File: src/rtl/status_reg.sv
// Per-core Z/N/C status flags with registered all/any-zero summaries and a saturating
// zero-result counter. Define STATUS_STICKY_ZERO_EN to add per-core sticky zero-seen bits.
module status_reg #(
  parameter int unsigned WIDTH = 12,
  parameter int unsigned CORES = 4,
  parameter int unsigned CNT_W = 8
) (
  input  logic                   clk,
  input  logic                   rst,
  input  logic [CORES*WIDTH-1:0] dataIn,
  input  logic [CORES-1:0]       carryIn,
  input  logic [CORES-1:0]       wrEn,
  input  logic                   clrEn,
  output logic [CORES-1:0]       Zout,
  output logic [CORES-1:0]       Nout,
  output logic [CORES-1:0]       Cout,
  output logic                   allZero,
  output logic                   anyZero,
  output logic [CORES-1:0]       stickyZ,
  output logic [CNT_W-1:0]       zCount
);

  // Headroom for adding up to 16 core increments before clamping.
  localparam int unsigned SumW = CNT_W + 5;
  localparam logic [CNT_W-1:0] CntMax = '1;

  logic [CORES-1:0] zout_q, zout_d;
  logic [CORES-1:0] nout_q, nout_d;
  logic [CORES-1:0] cout_q, cout_d;
  logic             all_zero_q, all_zero_d;
  logic             any_zero_q, any_zero_d;
  logic [CNT_W-1:0] zcount_q, zcount_d;
  logic [CORES-1:0] word_zero;
  logic [CORES-1:0] zero_wr;
  logic [SumW-1:0]  inc;
  logic [SumW-1:0]  sum;

  always_comb begin
    word_zero = '0;
    zout_d    = zout_q;
    nout_d    = nout_q;
    cout_d    = cout_q;
    for (int i = 0; i < int'(CORES); i++) begin
      word_zero[i] = (dataIn[i*WIDTH +: WIDTH] == '0);
      if (wrEn[i]) begin
        zout_d[i] = word_zero[i];
        nout_d[i] = dataIn[i*WIDTH + WIDTH - 1];
        cout_d[i] = carryIn[i];
      end
    end
    all_zero_d = &zout_d;
    any_zero_d = |zout_d;
  end

  assign zero_wr = wrEn & word_zero;

  always_comb begin
    inc = '0;
    for (int i = 0; i < int'(CORES); i++) begin
      inc = inc + SumW'(zero_wr[i]);
    end
    sum = SumW'(zcount_q) + inc;
    if (clrEn) begin
      zcount_d = '0;
    end else if (sum > SumW'(CntMax)) begin
      zcount_d = CntMax;
    end else begin
      zcount_d = sum[CNT_W-1:0];
    end
  end

  always_ff @(posedge clk or negedge rst) begin
    if (!rst) begin
      zout_q     <= '0;
      nout_q     <= '0;
      cout_q     <= '0;
      all_zero_q <= 1'b0;
      any_zero_q <= 1'b0;
      zcount_q   <= '0;
    end else begin
      zout_q     <= zout_d;
      nout_q     <= nout_d;
      cout_q     <= cout_d;
      all_zero_q <= all_zero_d;
      any_zero_q <= any_zero_d;
      zcount_q   <= zcount_d;
    end
  end

`ifdef STATUS_STICKY_ZERO_EN
  logic [CORES-1:0] sticky_q, sticky_d;

  // Clear wins over a same-cycle zero write.
  assign sticky_d = clrEn ? '0 : (sticky_q | zero_wr);

  always_ff @(posedge clk or negedge rst) begin
    if (!rst) begin
      sticky_q <= '0;
    end else begin
      sticky_q <= sticky_d;
    end
  end

  assign stickyZ = sticky_q;
`else
  assign stickyZ = '0;
`endif

  assign Zout    = zout_q;
  assign Nout    = nout_q;
  assign Cout    = cout_q;
  assign allZero = all_zero_q;
  assign anyZero = any_zero_q;
  assign zCount  = zcount_q;

endmodule

File: config.mk
export PLATFORM = sky130hd
export DESIGN_NAME = status_reg
export DESIGN_NICKNAME = d
export VERILOG_FILES = /design/src/rtl/status_reg.sv
export SDC_FILE = /design/constraint.sdc
export NUM_CORES = 1
export LEC_CHECK = 0
export CAP_MARGIN = 20
export CORE_ASPECT_RATIO = 1.5
export CORE_MARGIN = 5
export CORE_UTILIZATION = 34
export DETAILED_ROUTE_END_ITERATION = 12
export HOLD_SLACK_MARGIN = 0.06
export PLACE_DENSITY = 0.86
export SKIP_CTS_REPAIR_TIMING = 1
export SLEW_MARGIN = 20
export SYNTH_ARGS = -nofsm -noshare
export SYNTH_HDL_FRONTEND = slang
export SYNTH_SLANG_ARGS = --single-unit
File: constraint.sdc
create_clock -name clk -period 3.3 [get_ports clk]
set_clock_uncertainty 0.1 [all_clocks]
set_input_delay 0.66 -clock clk [delete_from_list [all_inputs] [get_ports clk]]
set_output_delay 0.66 -clock clk [all_outputs]
set_load 0.01 [all_outputs]
======== Word-level counts from Yosys, hierarchy flattened ========
Cells that the tools add are included.
storage, ports and cells
  bits in writable memories ............... 0
  ROM bits ................................ 0
  output and inout port bits .............. 26
  latch bits .............................. 0
  bits of input ports ..................... 59
  memories ................................ 0
  register bits ........................... 22
operators by class
  div/mod/pow operators ................... 0
  $add $sub $neg .......................... 4
  magnitude comparators ................... 1
  shifts and indexed selects .............. 0
  mux-type cells .......................... 6
  reductions and logical operators ........ 6
  eq/ne operators ......................... 0
  multipliers ............................. 0
  bitwise logic cells ..................... 1
operators with widths
  kind                count
  $logic_not 12->1    4
  $mux 8              2
  $add 8x4->9         1
  $gt 9x8->1 const B  1
  $add 3x1->4         1
  $and 4x4->4         1
  $mux 1              4
  $reduce_and 4->1    1
  $reduce_or 4->1     1
  $add 2x1->3         1
  $add 1x1->2         1

======== Longest topological paths before layout ========
Gate-level depths: netlist (run 1).
  depth in word-level cells ............... 9
  mapped depth ............................ 10
  depth with buffers taken out ............ 10

======== Least setup slack after synthesis (run 1) ========
No wires, ideal clock.
  kind .................................... input to register
  from .................................... input dataIn[7]
  to ...................................... register zcount_q[0], in the netlist zCount[0]
  data arrival time ....................... 2.929 ns
  cell stages on the path ................. 9
  buffers on the path ..................... 0
  data required time ...................... 3.121 ns
  setup time .............................. 0.079 ns
  slack ................................... 0.192 ns
  path through ............................ nor4_1 -> nand4_2 -> fa_1 -> fa_1 -> inv_1 -> fa_1 -> and4_1 -> nand4_1 -> a21oi_1
between the ends
  cells in the longest elaborated chain, start to end .. 9
ends and longest elaborated chain
  item                   RTL line  text
  from (decl)            10        input logic [CORES*WIDTH-1:0] dataIn,
  $logic_not 12->1 *     44        word_zero[i] = (dataIn[i*WIDTH +: WIDTH] == '0);
  $and 4x4->4 *          55        assign zero_wr = wrEn & word_zero;
  $add 1x1->2 *          60        inc = inc + SumW'(zero_wr[i]);
  $add 2x1->3 *          60
  $add 3x1->4 *          60
  $add 8x4->9 *          62        sum = SumW'(zcount_q) + inc;
  $gt 9x8->1             65        end else if (sum > SumW'(CntMax)) begin
  $mux 8 *               65
  $mux 8 *               63        if (clrEn) begin
  named net zcount_d[0]  32        logic [CNT_W-1:0] zcount_q, zcount_d;
  to (signal assigned)   86        zcount_q <= zcount_d;
  to (decl)              32
The timed path passes the listed nets; every way through them passes the cells marked *.
A chain may end at the register's enable or synchronous reset.

======== Final worst setup path (run 1) ========
  from .................................... input dataIn[0]
  to ...................................... register zcount_q[1], in the netlist zCount[1]
Same word-level chain as after synthesis.

==> metrics, run 1 <==
top-area cell type share of the netlist area=47.57%; GP Congestion=0.7749; WL per Instance=17.25 µm; Clock Latency Late Sink=0.26 ns; Comb pwr share=22.7%; Setup CP Type=in2reg; Post-synth EDFFs=0; synthesized cell area=0.001157 mm²; Max VDD drop=0.0003280 V; final wirelength=3898 µm; crit-path max FO=5; Root Buffer Master=clkbuf_8; WP data required=3.38 ns; core area=0.003351 mm²; DR vias=1115; Slowest-stage cell, CP=fa_1; top_reg_cell synth=dfrtp_1; Final WS setup=0.05215 ns; GR Util All Layers=15.65%; layout cells sized above 1=20.11%; detailed placer's ending HPWL=3066 µm; max-cap viol count=0; worst path cell trace=clkdlybuf4s50_1 > nor3_2 > nand4_2 > fa_1 > fa_2 > inv_2 > fa_2 > and4_4 > nand4_1 > buf_6 > a21oi_2; height of the die=81.46 µm; die width=57.64 µm; type of the worst min-delay path=in2async; Slew Limit Fails=0; Int Power=0.4501 mW; Initial Util=34.54%; die area=0.004695 mm²; initial antenna violation count=0; Post-synth top cells=dfrtp_1, inv_1, mux2_2; most numerous cell in the Yosys netlist=dfrtp_1; Fillers=255; critical path arrival=3.33 ns; Leak Pwr=1.013 nW; synthesized area per cell=11.81 µm²; most frequent CP cell=fa_2; Sw Ratio=22.47%; yosys warns=0; DR DRC count=0; Seq/Total Area, Yosys=47.57%; register area=550.5 µm²; Sequential Power Share=48.9%; max incr delay on CP=0.54 ns; Ports=85; CTS buffer count=3; clock network fraction of design power=28.4%; status=completed; port bufs=80; cells after synthesis=98; min Tclk post-route=3.248 ns; Async SR Flop Fraction=100.0%; CTS max path bufs=2; via density per instance=4.934; P per Cell Area=269.9 mW/mm²; Multi-input gate area=599.3 µm²; Final Hold Viols=0; Nets=249; first-pass GRT wire length=5568 µm; Final period util=98.42%; Setup crit end kind=register; CTS tree=built; # diodes=0; vias in the first global route=1204; iteration-0 DRC count of the detailed router=31; Yosys reg bits=22; final setup vio count=0; reg2reg setup slack=0.87 ns; hold_ws=0.2466 ns; Synth-to-Final Area Change=85.84%; largest area contributor in the netlist=dfrtp_1; CP Launch Type=input port; Switch Pwr=0.1305 mW; pin count of the biggest net entering global routing=23; GRT Residual Overflow=0; FMAX=0.3079 GHz; largest cells by area after synthesis=dfrtp_1, mux2_2, nor4b_4, fa_1, nand4_2; clock-pin slew on the worst setup and hold paths=0.07 ns; pre-CTS WS=-0.4778 ns; Num Clock Sinks=22; DRT Pass-1 Iters=4; htree depth=1; row cnt=26; Antenna Nets Post-Route=0; Distinct cells, synth=31
==> metrics by stage <==
stage | setup TNS (ns) | util [%] | power, mW | area [µm²] | instances
floorplan | 0 | - | 0.3189 | 1169 | 101
global placement | -2.295 | 60.23 | 0.4187 | 2018 | 222
detailed placement | -3.353 | 60.23 | 0.4219 | 2018 | 222
CTS | -1.517 | 61.46 | 0.5818 | 2059 | 225
global route | -0.08412 | 64.19 | 0.6015 | 2151 | 226
finish | 0 | 64.19 | 0.5806 | 2151 | 226
==> cell families (layout without fill, tap and decap cells) <==
group / after synthesis / in the layout / share of synthesized area (%)
compound gates: 15 / 15 / 6.919
mux: 9 / 9 / 8.649
simple gates: 31 / 31 / 22.49
flops: 22 / 22 / 47.57
fa+ha+maj: 4 / 4 / 6.270
xor+xnor: 3 / 3 / 2.271
buf+inv: 13 / 96 / 5.513
other cells: 1 / 4 / 0.3240
==> power groups by stage <==
stage | clock (mW) | combinational (mW) | sequential, mW
global placement | 0 | 0.130 | 0.289
detailed placement | 0 | 0.133 | 0.289
floorplan | 0 | 0.0248 | 0.294
CTS | 0.165 | 0.133 | 0.284
finish | 0.165 | 0.132 | 0.284
global route | 0.176 | 0.140 | 0.285
==> routing by layer <==
layer,GRT usage [%],vias up,wire length (µm)
li1,-,518,-
met1,14.02,542,1233
met2,32.35,43,2310
met3,2.358,12,226
met4,7.889,0,128
met5,0,-,0
==> state kept, by name, indices dropped and copies added (netlist names) <==
signal	flops
Cout	4
Nout	4
Zout	4
allZero	1
anyZero	1
zCount	8
==> critical path, delay by kind of cell <==
| kind | cells | cell delay (ns) |
|---|---|---|
| fa+ha+maj | 3 | 1.13 |
| simple gates | 4 | 0.73 |
| buf+inv | 3 | 0.67 |
| compound gates | 1 | 0.14 |
==> path summary, 6_finish.rpt <==
| check | end | cells after the start | start |
|---|---|---|---|
| worst max-delay path | zCount[1] | 11 | dataIn[0] |
| worst min-delay path | Cout[0] | 1 | rst |
| worst max register to register | zCount[1] | 9 | zCount[0] |
| worst min register to register | Cout[2] | 1 | Cout[2] |
| max in group asynchronous | Cout[1] | 1 | rst |
| min in group clk | Cout[2] | 1 | Cout[2] |
==> area by class of cell <==
cell class	count	share of cell area, %
clock buffers	3	1.920
flip-flops and latches	22	25.60
inverters	8	1.396
repair buffers	85	40.78
well taps	42	2.443
multi-input cells	66	27.87
==> placed cells by master (no fill, tap or decap), drive strengths merged <==
cell type,instances
clkdlybuf4s50,63
dfrtp,22
dlymetal6s2s,16
mux2,8
inv,8
a21oi,7
o21ai,6
buf,6
nor2,5
nor3,5
nand4,5
conb,4
nor4b,4
nor4,4
clkbuf,3
fa,3
xor2,2
and4,2
and4b,1
nor2b,1
and3,1
a31oi,1
or2,1
xnor2,1
or4,1
nand2b,1
o2111ai,1
mux2i,1
ha,1
No activity file was read; power rests on OpenSTA's default activity.
==> run 2, diff against run 1 <==
--- a/config.mk
+++ b/config.mk
@@ -11,7 +11,9 @@
 export CORE_UTILIZATION = 34
 export DETAILED_ROUTE_END_ITERATION = 12
 export HOLD_SLACK_MARGIN = 0.06
+export MAX_ROUTING_LAYER = met4
 export PLACE_DENSITY = 0.86
+export REMOVE_ABC_BUFFERS = 1
 export SKIP_CTS_REPAIR_TIMING = 1
 export SLEW_MARGIN = 20
 export SYNTH_ARGS = -nofsm -noshare
==> metrics, run 2 (synthesized netlist as in run 1, its figures left out) <==
Nets=251; detailed placer's ending HPWL=2974 µm; Final WS setup=0.0005422 ns; CP bufs+invs=3; WL per Instance=17.59 µm; most frequent cells in the layout=clkdlybuf4s50_1, dfrtp_1, dlymetal6s2s_1; Final period util=99.98%; core area=0.003351 mm²; Worst Setup SP=dataIn[1]; Synth-to-Final Area Change=89.30%; DRT Pass-1 Iters=4; Num Clock Sinks=22; htree depth=1; Max VDD drop=0.0002320 V; max FFs per register=8; # diodes=0; Slew Limit Fails=0; pin count of the biggest net entering global routing=23; Root Buffer Master=clkbuf_8; Ports=85; CTS buffer count=3; final wirelength=4028 µm; RR Startpoint=zCount[0]; initial antenna violation count=0; final setup vio count=0; port bufs=80; worst path cell trace=clkdlybuf4s50_1 > nor3_2 > nand4_2 > fa_1 > fa_2 > inv_2 > fa_2 > and4_4 > nand4_1 > buf_6 > a21oi_2; Pwr Total=0.6704 mW; most common cell after layout, fill and taps aside=clkdlybuf4s50_1; GR Util All Layers=15.75%; via density per instance=4.983; critical path arrival=3.38 ns; Placed Area=0.002018 mm²; Fillers=246; non-filler instance count after layout=229; Slowest-stage cell, CP=fa_1; FMAX=0.3031 GHz; Final Hold Viols=0; clock-pin slew on the worst setup and hold paths=0.08 ns; CTS max path bufs=2; CP Launch Type=input port; final core utilization=65.38%; GRT Residual Overflow=0; crit-path leading delay family=adder cells; WP data required=3.38 ns; Clock Latency Late Sink=0.26 ns; min Tclk post-route=3.299 ns; layout cells sized above 1=21.39%; Antenna Nets Post-Route=0; Initial Util=34.54%; DR DRC count=0; Leak Pwr=0.9922 nW; die width=57.64 µm; most frequent CP cell=fa_2; DR vias=1141; iteration-0 DRC count of the detailed router=44; GP Congestion=0.7798; dpl cells=222; CTS tree=built; register area=550.5 µm²; P per Cell Area=306.0 mW/mm²; crit-path max FO=6; height of the die=81.46 µm; status=completed; max-cap viol count=0; Setup CP Type=in2reg; type of the worst min-delay path=in2async; hold_ws=0.2495 ns; pre-CTS WS=-0.4702 ns; max incr delay on CP=0.54 ns; setup TNS after final layout=0 ns; first-pass GRT wire length=5568 µm; die area=0.004695 mm²; vias in the first global route=1217; row cnt=26; Setup crit end kind=register; Multi-input gate area=606.8 µm²; Finished Cell Area=0.002191 mm²
==> run 2: layout make-up <==
| type | count | area share (%) |
|---|---|---|
| inverter | 8 | 1.371 |
| timing repair buffer | 87 | 40.15 |
| multi-input combinational | 66 | 27.70 |
| clock inverter | 1 | 1.371 |
| clock buffer | 3 | 1.885 |
| tap | 42 | 2.399 |
| sequential | 22 | 25.13 |
==> run 2: final timing paths <==
kind	endpoint	slack (ns)	cells after the start
max	zCount[0]	0.0005	11
min	anyZero	0.25	1
max reg2reg	zCount[0]	0.82	9
min reg2reg	Cout[3]	0.41	1
max in group asynchronous	Cout[2]	2.52	1
min in group clk	Cout[3]	0.41	1
==> run 2: routing by layer <==
layer  share of wire (%)  GRT usage (%)  vias to the layer above
met5                   0              -                        -
met4                 2.0          5.104                        0
met3                 6.9          3.459                       11
met2                  58          29.41                       53
met1                  33          16.07                      552
li1                    -              -                      525
==> run 2: where the power goes <==
part	leakage, nW	switching (mW)	internal [mW]
clock	0.0357	0.0903	0.162
sequential	0.289	0.00495	0.279
combinational	0.667	0.0433	0.0905
total	0.992	0.139	0.532
==> run 2: worst reg2reg max path, cell delays in order, from the launching register on <==
cell     delay, ns
dfrtp_1       0.40
inv_1         0.08
fa_1          0.45
fa_2          0.39
inv_2         0.08
fa_2          0.20
and4_4        0.23
nand4_1       0.13
buf_6         0.17
a21oi_2       0.16
==> run 3, diff against run 2 <==
--- a/config.mk
+++ b/config.mk
@@ -14,7 +14,6 @@
 export MAX_ROUTING_LAYER = met4
 export PLACE_DENSITY = 0.86
 export REMOVE_ABC_BUFFERS = 1
-export SKIP_CTS_REPAIR_TIMING = 1
 export SLEW_MARGIN = 20
 export SYNTH_ARGS = -nofsm -noshare
 export SYNTH_HDL_FRONTEND = slang
==> metrics, run 3 (synthesized netlist as in run 1, its figures left out) <==
DR vias=1113; htree depth=1; P per Cell Area=301.7 mW/mm²; Antenna Nets Post-Route=0; via density per instance=4.839; GR Util All Layers=16.47%; non-filler instance count after layout=230; Placed Area=0.002018 mm²; DR DRC count=0; crit-path max FO=5; status=completed; max FFs per register=8; pin count of the biggest net entering global routing=23; core area=0.003351 mm²; setup TNS after final layout=0 ns; critical path arrival=3.32 ns; Leak Pwr=1.068 nW; Ports=85; clock-pin slew on the worst setup and hold paths=0.08 ns; GRT Residual Overflow=0; reg2reg end=zCount[0]; Num Clock Sinks=22; DRT Pass-1 Iters=4; Final WS setup=0.06607 ns; die width=57.64 µm; vias in the first global route=1253; Clock Latency Late Sink=0.26 ns; CTS tree=built; Initial Util=34.54%; Synth-to-Final Area Change=91.68%; final wirelength=4058 µm; Pwr Total=0.6692 mW; RSZ-0062 raised after global routing=false; pre-CTS WS=-0.4702 ns; max-cap viol count=0; Root Buffer Master=clkbuf_8; min Tclk post-route=3.234 ns; most frequent cells in the layout=clkdlybuf4s50_1, dfrtp_1, dlymetal6s2s_1; layout cells sized above 1=22.34%; WL per Instance=17.64 µm; iteration-0 DRC count of the detailed router=37; final setup vio count=0; height of the die=81.46 µm; port bufs=80; CTS Hold Bufs=0; Max VDD drop=0.0002320 V; GP Congestion=0.7798; CTS max path bufs=2; # diodes=0; Final period util=98.00%; FMAX=0.3092 GHz; R2R cell count=9; Setup CP Type=in2reg; RR Startpoint=zCount[0]; Slew Limit Fails=0; most common cell after layout, fill and taps aside=clkdlybuf4s50_1; reg2reg setup slack=0.79 ns; initial antenna violation count=0; row cnt=26; Setup crit end kind=register; die area=0.004695 mm²; Nets=252; Final Hold Viols=0; first-pass GRT wire length=5830 µm; dpl cells=222; CTS buffer count=3; WP data required=3.39 ns; CP Launch Type=input port; Finished Cell Area=0.002218 mm²; type of the worst min-delay path=in2async; detailed placer's ending HPWL=2974 µm; Fillers=247
-- run 3: changes by cell type in the layout (fill, tap and decap cells not counted), sizes merged --
| cell | delta |
|---|---|
| buf | +1 |
| clkdlybuf4s50 | -8 |
| dlymetal6s2s | +8 |
-- run 3: how the worst max path moves through the flow --
stage | end | slack (ns) | startpoint | cells after the start
2_1_floorplan | zCount[0] | 0.19 | dataIn[7] | 9
3_3_place_gp | zCount[0] | -0.32 | dataIn[7] | 10
3_5_place_dp | zCount[0] | -0.47 | dataIn[25] | 10
4_1_cts | zCount[1] | 0.008 | dataIn[3] | 11
5_1_grt | zCount[1] | 0.0002 | dataIn[26] | 11
6_report | zCount[0] | 0.07 | dataIn[34] | 11
-- run 3: through the flow --
step | hold slack [ns] | util [%]
4_1_cts | 0.4147 | 63.85
3_5_place_dp | 0.3957 | 60.23
3_3_place_gp | 0.3890 | 60.23
6_report | 0.2476 | 66.21
5_1_grt | 0.2844 | 66.21
2_1_floorplan | 0.2644 | -
-- run 3: repair_timing --
item | CTS | global route
buffers inserted | 3 | 1
setup endpoints to repair | 8 | 8
resized for setup | 7 | 26
pin swaps | 8 | 12
-- run 3: area by class of cell --
class / instances / area (µm²) / share of cell area, %
repair buffers: 88 / 903.4 / 40.72
flip-flops and latches: 22 / 550.5 / 24.82
clock inverters: 1 / 30.03 / 1.354
inverters: 8 / 30.03 / 1.354
well taps: 42 / 52.55 / 2.369
multi-input cells: 66 / 610.6 / 27.52
clock buffers: 3 / 41.29 / 1.861
-- run 3: where the power goes --
| group | internal (mW) | total (mW) | switching [mW] | leakage, nW |
|---|---|---|---|---|
| clock | 0.162 | 0.254 | 0.0917 | 0.0357 |
| combinational | 0.0888 | 0.131 | 0.0427 | 0.743 |
| sequential | 0.279 | 0.284 | 0.00480 | 0.289 |
-- run 3: per-layer routing --
metal  global-route usage (%)  vias up  wire length, µm
met2                    31.22       49             2376
met3                    3.145        3              260
met4                    5.104        0               25
met1                    16.80      535             1395
met5                        -        -                0
li1                         -      526                -
-- run 3: worst max-delay path, cell delays in order --
cell	delay, ns
clkdlybuf4s50_1	0.42
nor3_2	0.21
nand4_2	0.16
fa_1	0.51
fa_2	0.42
inv_2	0.07
fa_2	0.20
and4_4	0.23
nand4_1	0.12
buf_4	0.19
a21oi_2	0.13
